**config.mk**
```make
export PLATFORM = sky130hd
export DESIGN_NAME = seq_divider_flat
export DESIGN_NICKNAME = d
export VERILOG_FILES = /design/src/rtl/seq_divider_if.sv /design/src/rtl/seq_divider.sv /design/src/flat_wrapper.sv
export SDC_FILE = /design/constraint.sdc
export NUM_CORES = 1
export LEC_CHECK = 0
export ABC_AREA = 1
export BUFFER_PORTS_ARGS = -buffer_cell sky130_fd_sc_hd__buf_2
export CORE_ASPECT_RATIO = 1.75
export CORE_MARGIN = 5
export CORE_UTILIZATION = 61
export CTS_CLUSTER_DIAMETER = 40
export CTS_CLUSTER_SIZE = 8
export DETAILED_ROUTE_END_ITERATION = 16
export GPL_TIMING_DRIVEN = 0
export PLACE_DENSITY_LB_ADDON = 0.12
export SLEW_MARGIN = 20
export SYNTH_ARGS = -nofsm -noshare
export SYNTH_HDL_FRONTEND = slang
export SYNTH_SLANG_ARGS = --single-unit
```
**constraint.sdc**
```tcl
create_clock -name clk -period 2.7 [get_ports clk]
set_clock_uncertainty 0.2 [all_clocks]
set_input_delay 0.54 -clock clk [delete_from_list [all_inputs] [get_ports clk]]
set_output_delay 0.54 -clock clk [all_outputs]
set_load 0.02 [all_outputs]
```
**src/rtl/seq_divider_if.sv**
```systemverilog
// -----------------------------------------------------------------------------
// seq_divider_if
//
// Purpose:
//   Bundles the request and result signals exchanged between the control unit
//   and the sequential divider. Clock and reset are not part of the bundle and
//   stay as plain module ports.
//
// Signals (BITS = operand / result width):
//   start        control -> divider  request a divide (sampled only when idle)
//   signed_op    control -> divider  1 = two's-complement, 0 = unsigned
//   a            control -> divider  dividend, captured at the accepting edge
//   b            control -> divider  divisor, captured at the accepting edge
//   busy         divider -> control  high while an operation is in flight
//   done         divider -> control  one-cycle pulse when hi/lo become valid
//   div_by_zero  divider -> control  set with done when b was zero
//   hi           divider -> control  remainder
//   lo           divider -> control  quotient
//
// Modports:
//   master  the control side (drives the request, observes the result)
//   slave   the divider side (observes the request, drives the result)
// -----------------------------------------------------------------------------
interface seq_divider_if #(
  parameter int BITS = 32
);

  logic            start;
  logic            signed_op;
  logic [BITS-1:0] a;
  logic [BITS-1:0] b;
  logic            busy;
  logic            done;
  logic            div_by_zero;
  logic [BITS-1:0] hi;
  logic [BITS-1:0] lo;

  modport master (
    output start,
    output signed_op,
    output a,
    output b,
    input  busy,
    input  done,
    input  div_by_zero,
    input  hi,
    input  lo
  );

  modport slave (
    input  start,
    input  signed_op,
    input  a,
    input  b,
    output busy,
    output done,
    output div_by_zero,
    output hi,
    output lo
  );

endinterface

```
**src/rtl/seq_divider.sv**
```systemverilog
// -----------------------------------------------------------------------------
// seq_divider
//
// Purpose:
//   Multicycle radix-2 restoring divider. It works on operand magnitudes and
//   applies signs in a final fix-up cycle. The quotient is returned on lo and
//   the remainder on hi. Signed division truncates toward zero and the
//   remainder takes the sign of the dividend, so a = q*b + r holds.
//
//   Sequence: IDLE -(start)-> ITER (BITS edges) -> FIX (1 edge) -> IDLE.
//   If the accepting edge is E0, done is registered at edge E0+BITS+1.
//
//   Division by zero still runs the full iteration so latency does not
//   change, but the result is forced: lo = all ones and hi = original a.
//
// Ports:
//   clk    rising-edge clock
//   clr_n  asynchronous active-low reset; abandons any division in flight
//   bus    seq_divider_if.slave: start/signed_op/a/b in,
//          busy/done/div_by_zero/hi/lo out
//
// Parameters:
//   BITS   operand, quotient and remainder width
// -----------------------------------------------------------------------------
module seq_divider #(
  parameter int BITS = 32
) (
  input  logic         clk,
  input  logic         clr_n,
  seq_divider_if.slave bus
);

  // Counter width large enough to hold BITS-1.
  localparam int CW = $clog2(BITS + 1);

  typedef enum logic [1:0] {
    IDLE = 2'd0,
    ITER = 2'd1,
    FIX  = 2'd2
  } state_t;

  // ---------------------------------------------------------------------------
  // State and datapath registers
  // ---------------------------------------------------------------------------
  state_t          state_reg;
  state_t          state_next;

  logic [CW-1:0]   cnt_reg;       // number of ITER edges already taken
  logic [BITS-1:0] rem_reg;       // partial remainder
  logic [BITS-1:0] quot_reg;      // dividend bits shift out, quotient bits shift in
  logic [BITS-1:0] div_reg;       // divisor magnitude
  logic [BITS-1:0] a_raw_reg;     // original dividend, returned on divide by zero
  logic            sign_q_reg;    // negate the quotient in FIX
  logic            sign_r_reg;    // negate the remainder in FIX
  logic            zero_reg;      // divisor was zero at accept

  // Registered outputs
  logic            busy_reg;
  logic            busy_next;
  logic            done_reg;
  logic            done_next;
  logic            dbz_reg;
  logic            dbz_next;
  logic [BITS-1:0] hi_reg;
  logic [BITS-1:0] hi_next;
  logic [BITS-1:0] lo_reg;
  logic [BITS-1:0] lo_next;

  // ---------------------------------------------------------------------------
  // Decodes
  // ---------------------------------------------------------------------------
  logic            accept;
  logic            last_iter;

  assign accept    = (state_reg == IDLE) && bus.start;
  assign last_iter = (state_reg == ITER) && (cnt_reg == CW'(BITS - 1));

  // ---------------------------------------------------------------------------
  // Operand magnitudes. Negation wraps at BITS bits, so the most negative
  // value maps onto itself and is then treated as an unsigned magnitude.
  // ---------------------------------------------------------------------------
  logic [BITS-1:0] a_mag;
  logic [BITS-1:0] b_mag;

  always_comb begin
    a_mag = bus.a;
    b_mag = bus.b;
    if (bus.signed_op && bus.a[BITS-1]) begin
      a_mag = -bus.a;
    end
    if (bus.signed_op && bus.b[BITS-1]) begin
      b_mag = -bus.b;
    end
  end

  // ---------------------------------------------------------------------------
  // One restoring step. The shifted remainder needs BITS+1 bits: the partial
  // remainder is always below the divisor, so after the shift it is below
  // twice the divisor and the top bit of the trial difference is a valid
  // borrow/sign indicator.
  // ---------------------------------------------------------------------------
  logic [BITS:0]   shifted;
  logic [BITS:0]   trial;
  logic            trial_ok;

  always_comb begin
    shifted  = {rem_reg, quot_reg[BITS-1]};
    trial    = shifted - {1'b0, div_reg};
    trial_ok = ~trial[BITS];
  end

  // Sign fix-up of the magnitude results.
  logic [BITS-1:0] quot_signed;
  logic [BITS-1:0] rem_signed;

  always_comb begin
    quot_signed = sign_q_reg ? -quot_reg : quot_reg;
    rem_signed  = sign_r_reg ? -rem_reg  : rem_reg;
  end

  // ---------------------------------------------------------------------------
  // FSM: state register
  // ---------------------------------------------------------------------------
  always_ff @(posedge clk or negedge clr_n) begin
    if (!clr_n) begin
      state_reg <= IDLE;
    end else begin
      state_reg <= state_next;
    end
  end

  // ---------------------------------------------------------------------------
  // FSM: next-state logic
  // ---------------------------------------------------------------------------
  always_comb begin
    state_next = state_reg;
    case (state_reg)
      IDLE: begin
        if (bus.start) begin
          state_next = ITER;
        end
      end
      ITER: begin
        if (last_iter) begin
          state_next = FIX;
        end
      end
      FIX: begin
        state_next = IDLE;
      end
      default: begin
        state_next = IDLE;
      end
    endcase
  end

  // ---------------------------------------------------------------------------
  // FSM: output logic. done defaults low so it can only ever be a single-cycle
  // pulse; a start arriving in the done cycle is accepted from IDLE and the
  // pulse still drops on that edge.
  // ---------------------------------------------------------------------------
  always_comb begin
    busy_next = busy_reg;
    done_next = 1'b0;
    dbz_next  = dbz_reg;
    hi_next   = hi_reg;
    lo_next   = lo_reg;
    case (state_reg)
      IDLE: begin
        if (bus.start) begin
          busy_next = 1'b1;
          dbz_next  = 1'b0;
        end
      end
      ITER: begin
        busy_next = 1'b1;
      end
      FIX: begin
        busy_next = 1'b0;
        done_next = 1'b1;
        dbz_next  = zero_reg;
        if (zero_reg) begin
          lo_next = '1;
          hi_next = a_raw_reg;
        end else begin
          lo_next = quot_signed;
          hi_next = rem_signed;
        end
      end
      default: begin
        busy_next = 1'b0;
      end
    endcase
  end

  always_ff @(posedge clk or negedge clr_n) begin
    if (!clr_n) begin
      busy_reg <= 1'b0;
      done_reg <= 1'b0;
      dbz_reg  <= 1'b0;
      hi_reg   <= '0;
      lo_reg   <= '0;
    end else begin
      busy_reg <= busy_next;
      done_reg <= done_next;
      dbz_reg  <= dbz_next;
      hi_reg   <= hi_next;
      lo_reg   <= lo_next;
    end
  end

  // ---------------------------------------------------------------------------
  // Datapath registers
  // ---------------------------------------------------------------------------
  always_ff @(posedge clk or negedge clr_n) begin
    if (!clr_n) begin
      cnt_reg    <= '0;
      rem_reg    <= '0;
      quot_reg   <= '0;
      div_reg    <= '0;
      a_raw_reg  <= '0;
      sign_q_reg <= 1'b0;
      sign_r_reg <= 1'b0;
      zero_reg   <= 1'b0;
    end else begin
      if (accept) begin
        cnt_reg    <= '0;
        rem_reg    <= '0;
        quot_reg   <= a_mag;
        div_reg    <= b_mag;
        a_raw_reg  <= bus.a;
        sign_q_reg <= bus.signed_op & (bus.a[BITS-1] ^ bus.b[BITS-1]);
        sign_r_reg <= bus.signed_op & bus.a[BITS-1];
        zero_reg   <= (bus.b == '0);
      end else if (state_reg == ITER) begin
        cnt_reg  <= cnt_reg + CW'(1);
        quot_reg <= {quot_reg[BITS-2:0], trial_ok};
        rem_reg  <= trial_ok ? trial[BITS-1:0] : shifted[BITS-1:0];
      end
    end
  end

  // ---------------------------------------------------------------------------
  // Output drive
  // ---------------------------------------------------------------------------
  assign bus.busy        = busy_reg;
  assign bus.done        = done_reg;
  assign bus.div_by_zero = dbz_reg;
  assign bus.hi          = hi_reg;
  assign bus.lo          = lo_reg;

endmodule

```
**src/flat_wrapper.sv**
```systemverilog
// flat-port wrapper written by rule: the top's interface ports become plain ports
module seq_divider_flat 
#(
  parameter int BITS = 32
)
  (clk, clr_n, bus_start, bus_signed_op, bus_a, bus_b, bus_busy, bus_done, bus_div_by_zero, bus_hi, bus_lo);
  seq_divider_if #(.BITS(BITS)) bus_i ();
  input  logic clk;
  input  logic clr_n;
  input wire logic [$bits(bus_i.start)-1:0] bus_start;
  input wire logic [$bits(bus_i.signed_op)-1:0] bus_signed_op;
  input wire logic [$bits(bus_i.a)-1:0] bus_a;
  input wire logic [$bits(bus_i.b)-1:0] bus_b;
  output wire logic [$bits(bus_i.busy)-1:0] bus_busy;
  output wire logic [$bits(bus_i.done)-1:0] bus_done;
  output wire logic [$bits(bus_i.div_by_zero)-1:0] bus_div_by_zero;
  output wire logic [$bits(bus_i.hi)-1:0] bus_hi;
  output wire logic [$bits(bus_i.lo)-1:0] bus_lo;
  assign bus_i.start = bus_start;
  assign bus_i.signed_op = bus_signed_op;
  assign bus_i.a = bus_a;
  assign bus_i.b = bus_b;
  assign bus_busy = bus_i.busy;
  assign bus_done = bus_i.done;
  assign bus_div_by_zero = bus_i.div_by_zero;
  assign bus_hi = bus_i.hi;
  assign bus_lo = bus_i.lo;
  seq_divider #(.BITS(BITS)) u_core (.clk(clk), .clr_n(clr_n), .bus(bus_i));
endmodule
```
==> impl_metrics.env, run 1 <==
export IMPL_synthAdderAreaFrac_pct=3.294
export IMPL_crit_start="u_core.div_reg[28]"
export IMPL_vias=16750
export IMPL_relSlewSlack_pct=36.53
export IMPL_rsz0062_at_grt="yes"
export IMPL_ir_worst_vdd_mv=0.7823
export IMPL_crit_path_frequent_cell="nand2_1"
export IMPL_path_depth=13
export IMPL_cp_endpoint="u_core.rem_reg[24]"
export IMPL_synthXorXnorAreaFrac_pct=3.047
export IMPL_numClockSinks=206
export IMPL_drt_pass1_iter_count=10
export IMPL_synth_area_leaders="dfrtp_1 (35%), nand2_1 (16%), inv_1 (8.8%), nand3_1 (8.1%), nor2_1 (5.6%)"
export IMPL_gr_total_overflow=0
export IMPL_postRouteAntennaNets=0
export IMPL_violations="negative setup slack"
export IMPL_finalCritPeriodShare_pct=102.3
export IMPL_synth_top_family_by_area="simple AND/OR/NAND/NOR gates"
export IMPL_worst_path_buf_inv=3
export IMPL_comb_power_share_pct=64.1
export IMPL_synth_seq_cells=206
export IMPL_endpoint_kind="register"
export IMPL_wl_mm=62.27
export IMPL_switching_share_pct=53.19
export IMPL_critical_path_slowest_cell="dfrtp_1"
export IMPL_setup_ws_ns=-0.06244
export IMPL_status="finished, violations left"
export IMPL_synth_edf_count=0
export IMPL_clockBufferDepth=3
export IMPL_finalPower_uw=26490
export IMPL_final_net_count=2514
export IMPL_r2r_start="u_core.div_reg[28]"
export IMPL_grt_usage_pct=43.85
export IMPL_grt_pass1_vias=16660
export IMPL_fmax_ghz=0.3620
export IMPL_grt_pass1_wl_mm=90.94
export IMPL_p_seq_share_pct=22.6
export IMPL_top_level_ports=135
export IMPL_initial_core_util_pct=61.51
export IMPL_ff2ff_path_depth=13
export IMPL_seq_area_frac_synth_pct=35.16
export IMPL_cts_htree_levels=1
export IMPL_p_leak_uw=0.008899
export IMPL_gp_congestion=1.024
export IMPL_start_kind="register"
export IMPL_p_sw_uw=14090
export IMPL_clkTransAtPathRegs_ns=0.05
export IMPL_fp_row_count=75
export IMPL_port_buffers=134
export IMPL_synthSimpleGateAreaFrac_pct=34.62
export IMPL_tightest_slew_ns=0.9521
export IMPL_die_h_um=215.1
export IMPL_worstPathMaxFanout=8
export IMPL_p_per_area_nw_per_um2=1535
export IMPL_drv_cap=0
export IMPL_antenna_found_initial=1
export IMPL_cpLargestDelayFamily="simple AND/OR/NAND/NOR gates"
export IMPL_r2r_slack_ns=-0.06
export IMPL_power_share_clock_pct=13.3
export IMPL_synth_compound_area_share_pct=12.57
export IMPL_yosysWarnings=0
export IMPL_hold_ws_ns=0.06309
export IMPL_drc=0
export IMPL_clockRootBuffer="clkbuf_16"
export IMPL_hold_violations=0
export IMPL_syn_inst=2220
export IMPL_n_fill_cell=1958
export IMPL_syn2layout_area_growth_pct=17.70
export IMPL_finalCriticalPeriod_ns=2.762
export IMPL_grt_max_degree=81
export IMPL_dieArea_um2=27360
export IMPL_ys_async_sr_fraction_pct=100.0
export IMPL_cp_data_required_time_ns=2.94
export IMPL_drive_gt1_share_pct=14.17
export IMPL_path_class="register to register"
export IMPL_dp_hpwl_mm=46.72
export IMPL_design_core_area_um2=23840
export IMPL_synthDominantCellAreaShare_pct=35.16
export IMPL_cts_tree="done"
export IMPL_die_w_um=127.2
export IMPL_timing_rr_end="u_core.rem_reg[24]"
export IMPL_synth_nets=2326
export IMPL_yosysUniqueCellTypes=55
export IMPL_synth_area_um2=14660
export IMPL_min_path_type="input pin to register"
export IMPL_slowest_delay_ns=0.39
export IMPL_viasPerCell=6.153
export IMPL_critPathArrivalTime_ns=3.00
export IMPL_synth_top_cell_by_area="dfrtp_1"
export IMPL_p_int_uw=12400
export IMPL_setup_viol=16
export IMPL_drtIter0Drc=1822
export IMPL_numCtsBuffers=31
export IMPL_synth_avg_cell_area_um2=6.604
export IMPL_crit_chain="inv_1, ha_1, nand2_1, nor2_1, nand2_1, inv_1, a21oi_4, nand3_4, nand2_8, clkbuf_16, nand2_4, nand3_2, nand2_1"
export IMPL_synth_top_flop_cell="dfrtp_1"
export IMPL_drv_slew=0
export IMPL_clk_latency_ns=0.59
export IMPL_synth_mux_area_share_pct=0.07680
export IMPL_avgRoutedWirePerCell_um=22.87
[worst min path at each step]
stage | cells after the start | end | startpoint | slack, ns
floorplan | 0 | u_core.a_raw_reg[0] | clr_n | 0.04
global placement | 2 | u_core.a_raw_reg[6] | u_core.a_raw_reg[6] | 0.26
detailed placement | 2 | u_core.div_reg[21] | u_core.div_reg[21] | 0.27
CTS | 3 | u_core.a_raw_reg[31] | bus_a[31] | 0.05
global route | 3 | u_core.a_raw_reg[31] | bus_a[31] | 0.08
finish | 3 | u_core.a_raw_reg[31] | bus_a[31] | 0.06
[layout by cell type, fill, tap and decap left out, types with 28 or more instances in the layout]
cell type and instances:
nand2_1 586, inv_1 332, nor2_1 215, nand3_1 211, dfrtp_1 204, buf_2 147, o21ai_0 116, a21oi_1 81
clkbuf_1 48, xor2_1 39, nor3_1 37, clkbuf_16 32, nand4_1 28
[cell type report]
cell class / count / area [µm²] / area share, %
antenna: 2 / 5.005 / 0.02900
buffer: 73 / 350.3 / 2.030
clock buffer: 34 / 797.0 / 4.619
clock inverter: 4 / 41.29 / 0.2393
inverter: 351 / 1318 / 7.635
multi-input combinational: 1590 / 8292 / 48.05
sequential: 206 / 5157 / 29.89
tap: 308 / 385.4 / 2.233
timing repair buffer: 155 / 910.9 / 5.278
[power groups by stage]
stage	logic, µW	clock network, µW	registers, µW
finish	17000	3510	5990
global route	18400	3600	6080
CTS	14600	3470	5800
detailed placement	14200	0	5820
global placement	13800	0	5760
floorplan	9880	0	5790
[cell usage after synthesis (14+ instances only)]
library cell	number
dfrtp_1	206
o21bai_1	14
a31oi_1	16
nand2_1	606
clkbuf_1	49
nor2_1	220
nand2_2	18
xor2_1	39
nor3_1	39
o22ai_1	16
o21ai_0	119
nand3_1	236
a21oi_1	82
ha_1	37
o211ai_1	21
nand4_1	28
inv_1	345
[per-stage QoR]
step | cell area, µm² | setup TNS, ns | util (%) | setup slack, ns | std cells
after floorplan | 14660 | 0 | - | 0.3133 | 2220
after detailed placement | 15780 | -6.428 | 66.22 | -0.2061 | 2664
final | 17260 | -0.3404 | 72.40 | -0.06244 | 2723
after global routing | 17250 | -2.746 | 72.38 | -0.1543 | 2721
after CTS | 16700 | 0 | 70.07 | 0.003699 | 2706
after global placement | 15720 | -490.75 | 65.94 | -2.373 | 2662
[worst reg2reg max path: cells and delay by family, from the launching register on]
family                   cells  cell delay, ns
buffers and inverters        3            0.49
flip-flops                   1            0.39
AND/OR/NAND/NOR              8            0.96
adder cells (fa/ha/maj)      1            0.33
AO/OA/AOI/OAI                1            0.25
[cell families (layout without fill, tap and decap cells)]
logic type                 count (synthesis)  in the layout
muxes                                      1              1
adders and majority gates                 38             38
and+or+nand+nor                         1187           1187
DFF                                      206            206
xor gates and xnor gates                  51             51
AOI/OAI and AO/OA                        313            313
buffers and inverters                    424            617
other                                      0              2
[timing repair]
action,CTS,global route
hold buffers,1,0
cloned,0,3
endpoints found under the setup margin,64,57
resized for setup,12,111
buffers inserted,3,12
hold endpoints to repair,64,0
pin swaps,2,23
[metal layers]
layer,global-route usage [%],routed length (µm)
met2,75.23,30340
met4,43.95,8073
met1,42.14,18710
met5,0,0
met3,8.248,5150
No activity file was read; power rests on OpenSTA's default activity.
==> run 2, diff against run 1 <==
--- a/config.mk
+++ b/config.mk
@@ -14,6 +14,7 @@
 export CTS_CLUSTER_SIZE = 8
 export DETAILED_ROUTE_END_ITERATION = 16
 export GPL_TIMING_DRIVEN = 0
+export MAX_ROUTING_LAYER = met4
 export PLACE_DENSITY_LB_ADDON = 0.12
 export SLEW_MARGIN = 20
 export SYNTH_ARGS = -nofsm -noshare
==> impl_metrics.env, run 2 (synthesis gave the netlist of run 1 again) <==
export IMPL_status="completed"
export IMPL_fmax_ghz=0.3709
export IMPL_worstPathMaxFanout=10
export IMPL_fp_row_count=75
export IMPL_endpoint_kind="register"
export IMPL_post_place_ws_ns=-0.3055
export IMPL_postRouteAntennaNets=0
export IMPL_syn2layout_area_growth_pct=16.33
export IMPL_regArea_um2=5157
export IMPL_clk_latency_ns=0.58
export IMPL_start_kind="register"
export IMPL_dp_hpwl_mm=46.66
export IMPL_place_area_um2=15780
export IMPL_relSlewSlack_pct=33.78
export IMPL_r2r_start="u_core.state_reg[1]"
export IMPL_timing_rr_end="u_core.div_reg[25]"
export IMPL_initial_core_util_pct=61.51
export IMPL_numCtsBuffers=30
export IMPL_wl_mm=60.69
export IMPL_die_w_um=127.2
export IMPL_cpLargestDelayFamily="buffers and inverters"
export IMPL_finalPower_uw=25230
export IMPL_tightest_slew_ns=0.9932
export IMPL_cts_tree="done"
export IMPL_critical_path_slowest_cell="nand3_1"
export IMPL_r2r_slack_ns=0.004
export IMPL_switching_share_pct=52.32
export IMPL_hold_ws_ns=0.05998
export IMPL_grt_max_degree=107
export IMPL_drt_pass1_iter_count=6
export IMPL_numClockSinks=206
export IMPL_p_int_uw=12030
export IMPL_top_level_ports=135
export IMPL_clockBufferDepth=3
export IMPL_ff2ff_path_depth=7
export IMPL_p_leak_uw=0.008746
export IMPL_drv_cap=0
export IMPL_dieArea_um2=27360
export IMPL_rsz0062_at_grt="yes"
export IMPL_avgRoutedWirePerCell_um=22.30
export IMPL_path_class="register to register"
export IMPL_design_core_area_um2=23840
export IMPL_drv_slew=0
export IMPL_hp_start="bus_a[31]"
export IMPL_power_share_clock_pct=13.3
export IMPL_comb_power_share_pct=63.0
export IMPL_hold_violations=0
export IMPL_p_per_area_nw_per_um2=1479
export IMPL_holdPathEnd="u_core.a_raw_reg[31]"
export IMPL_p_seq_share_pct=23.7
export IMPL_setup_viol=0
export IMPL_antenna_found_initial=1
export IMPL_drc=0
export IMPL_drive_gt1_share_pct=12.69
export IMPL_utilization_pct=71.56
export IMPL_grt_usage_pct=45.46
export IMPL_die_h_um=215.1
export IMPL_drtIter0Drc=1339
export IMPL_path_depth=7
export IMPL_p_sw_uw=13200
export IMPL_slowest_delay_ns=0.42
export IMPL_min_path_type="input pin to register"
export IMPL_finalCritPeriodShare_pct=99.86
export IMPL_grt_pass1_vias=16770
export IMPL_worst_path_buf_inv=4
export IMPL_finalCriticalPeriod_ns=2.696
export IMPL_clockRootBuffer="clkbuf_16"
export IMPL_setup_ws_ns=0.003673
export IMPL_port_buffers=134
export IMPL_critPathArrivalTime_ns=2.97
export IMPL_cp_data_required_time_ns=2.97
export IMPL_n_fill_cell=2040
export IMPL_gr_total_overflow=0
export IMPL_multi_input_area_um2=8128
export IMPL_vias=16430
export IMPL_cts_htree_levels=1
export IMPL_final_net_count=2515
export IMPL_viasPerCell=6.035
export IMPL_grt_pass1_wl_mm=91.69
export IMPL_gp_congestion=1.057
export IMPL_layout_commonest_cell="nand2_1"
export IMPL_ir_worst_vdd_mv=0.8142
export IMPL_final_cell_area_um2=17060
export IMPL_crit_chain="inv_2, nand3_1, inv_1, buf_2, buf_2, nand3_1, o21ai_0"
export IMPL_clkTransAtPathRegs_ns=0.05
export IMPL_layout_common_cells="nand2_1 (599), inv_1 (338), nand3_1 (229), nor2_1 (215), dfrtp_1 (204)"
export IMPL_hold_depth=3
## run 2: cell types whose count changed in the layout (fill, tap and decap cells not counted), moves of 4 or more
cell     previous run  this run
inv_1             332       338
nand3_2            24         6
inv_2              18        11
buf_4              14        18
nand3_1           211       229
ha_2                2         6
nand2_4            14         4
nand2_1           586       599
ha_1               27        21
## run 2: per-layer routing
layer  up-vias  wire length [µm]  share of wire, %  global-route usage (%)
li1       7507                 -                 -                       -
met1      7541             18610                31                   42.54
met2       963             30030                49                   77.14
met3       415              4372               7.2                   7.975
met4         0              7677                13                   41.80
met5         -                 0                 0                       -
## run 2: what timing repair did
action,in CTS,in global routing
gates resized for setup,13,59
pin swaps,2,12
endpoints found under the hold margin,146,0
setup endpoints to repair,69,48
cloned,0,2
hold buffers,1,0
buffers inserted,6,12
## run 2: cell type report
cell class              instances  area share (%)
well taps                     308           2.259
plain buffers                  73           1.988
clock buffers                  33           4.526
repair buffers                157           5.421
flip-flops and latches        206           30.24
diodes                          2         0.02934
inverters                     351           7.739
clock inverters                 2          0.1467
multi-input cells            1590           47.65
## run 2: how the worst max path moves through the flow
| stage | slack (ns) | from | to |
|---|---|---|---|
| after floorplan | 0.31 | u_core.quot_reg[31] | u_core.rem_reg[10] |
| after global placement | -2.35 | clr_n | u_core.rem_reg[29] |
| after detailed placement | -0.31 | u_core.quot_reg[31] | u_core.rem_reg[30] |
| after CTS | 0.0007 | u_core.quot_reg[1] | u_core.bus.lo[30] |
| after global routing | -0.09 | u_core.quot_reg[31] | u_core.rem_reg[24] |
| final | 0.004 | u_core.state_reg[1] | u_core.div_reg[25] |
## run 2: through the flow
| stage | instances | TNS (ns) |
|---|---|---|
| 3_5_place_dp | 2664 | -8.284 |
| 6_report | 2722 | 0 |
| 3_3_place_gp | 2662 | -487.48 |
| 4_1_cts | 2706 | 0 |
| 5_1_grt | 2721 | -1.504 |
| 2_1_floorplan | 2220 | 0 |
## run 2: worst reg2reg max path, stage by stage, from the launching register on
cell,delay (ns)
dfrtp_1,0.40
inv_2,0.10
nand3_1,0.42
inv_1,0.27
buf_2,0.33
buf_2,0.39
nand3_1,0.31
o21ai_0,0.18
## run 2: power by group through the flow
stage	registers [µW]	clock network, µW	logic [µW]
floorplan	5790	0	9880
global placement	5760	0	13800
detailed placement	5820	0	14200
CTS	5800	3330	14700
global route	6080	3470	17500
finish	5970	3360	15900
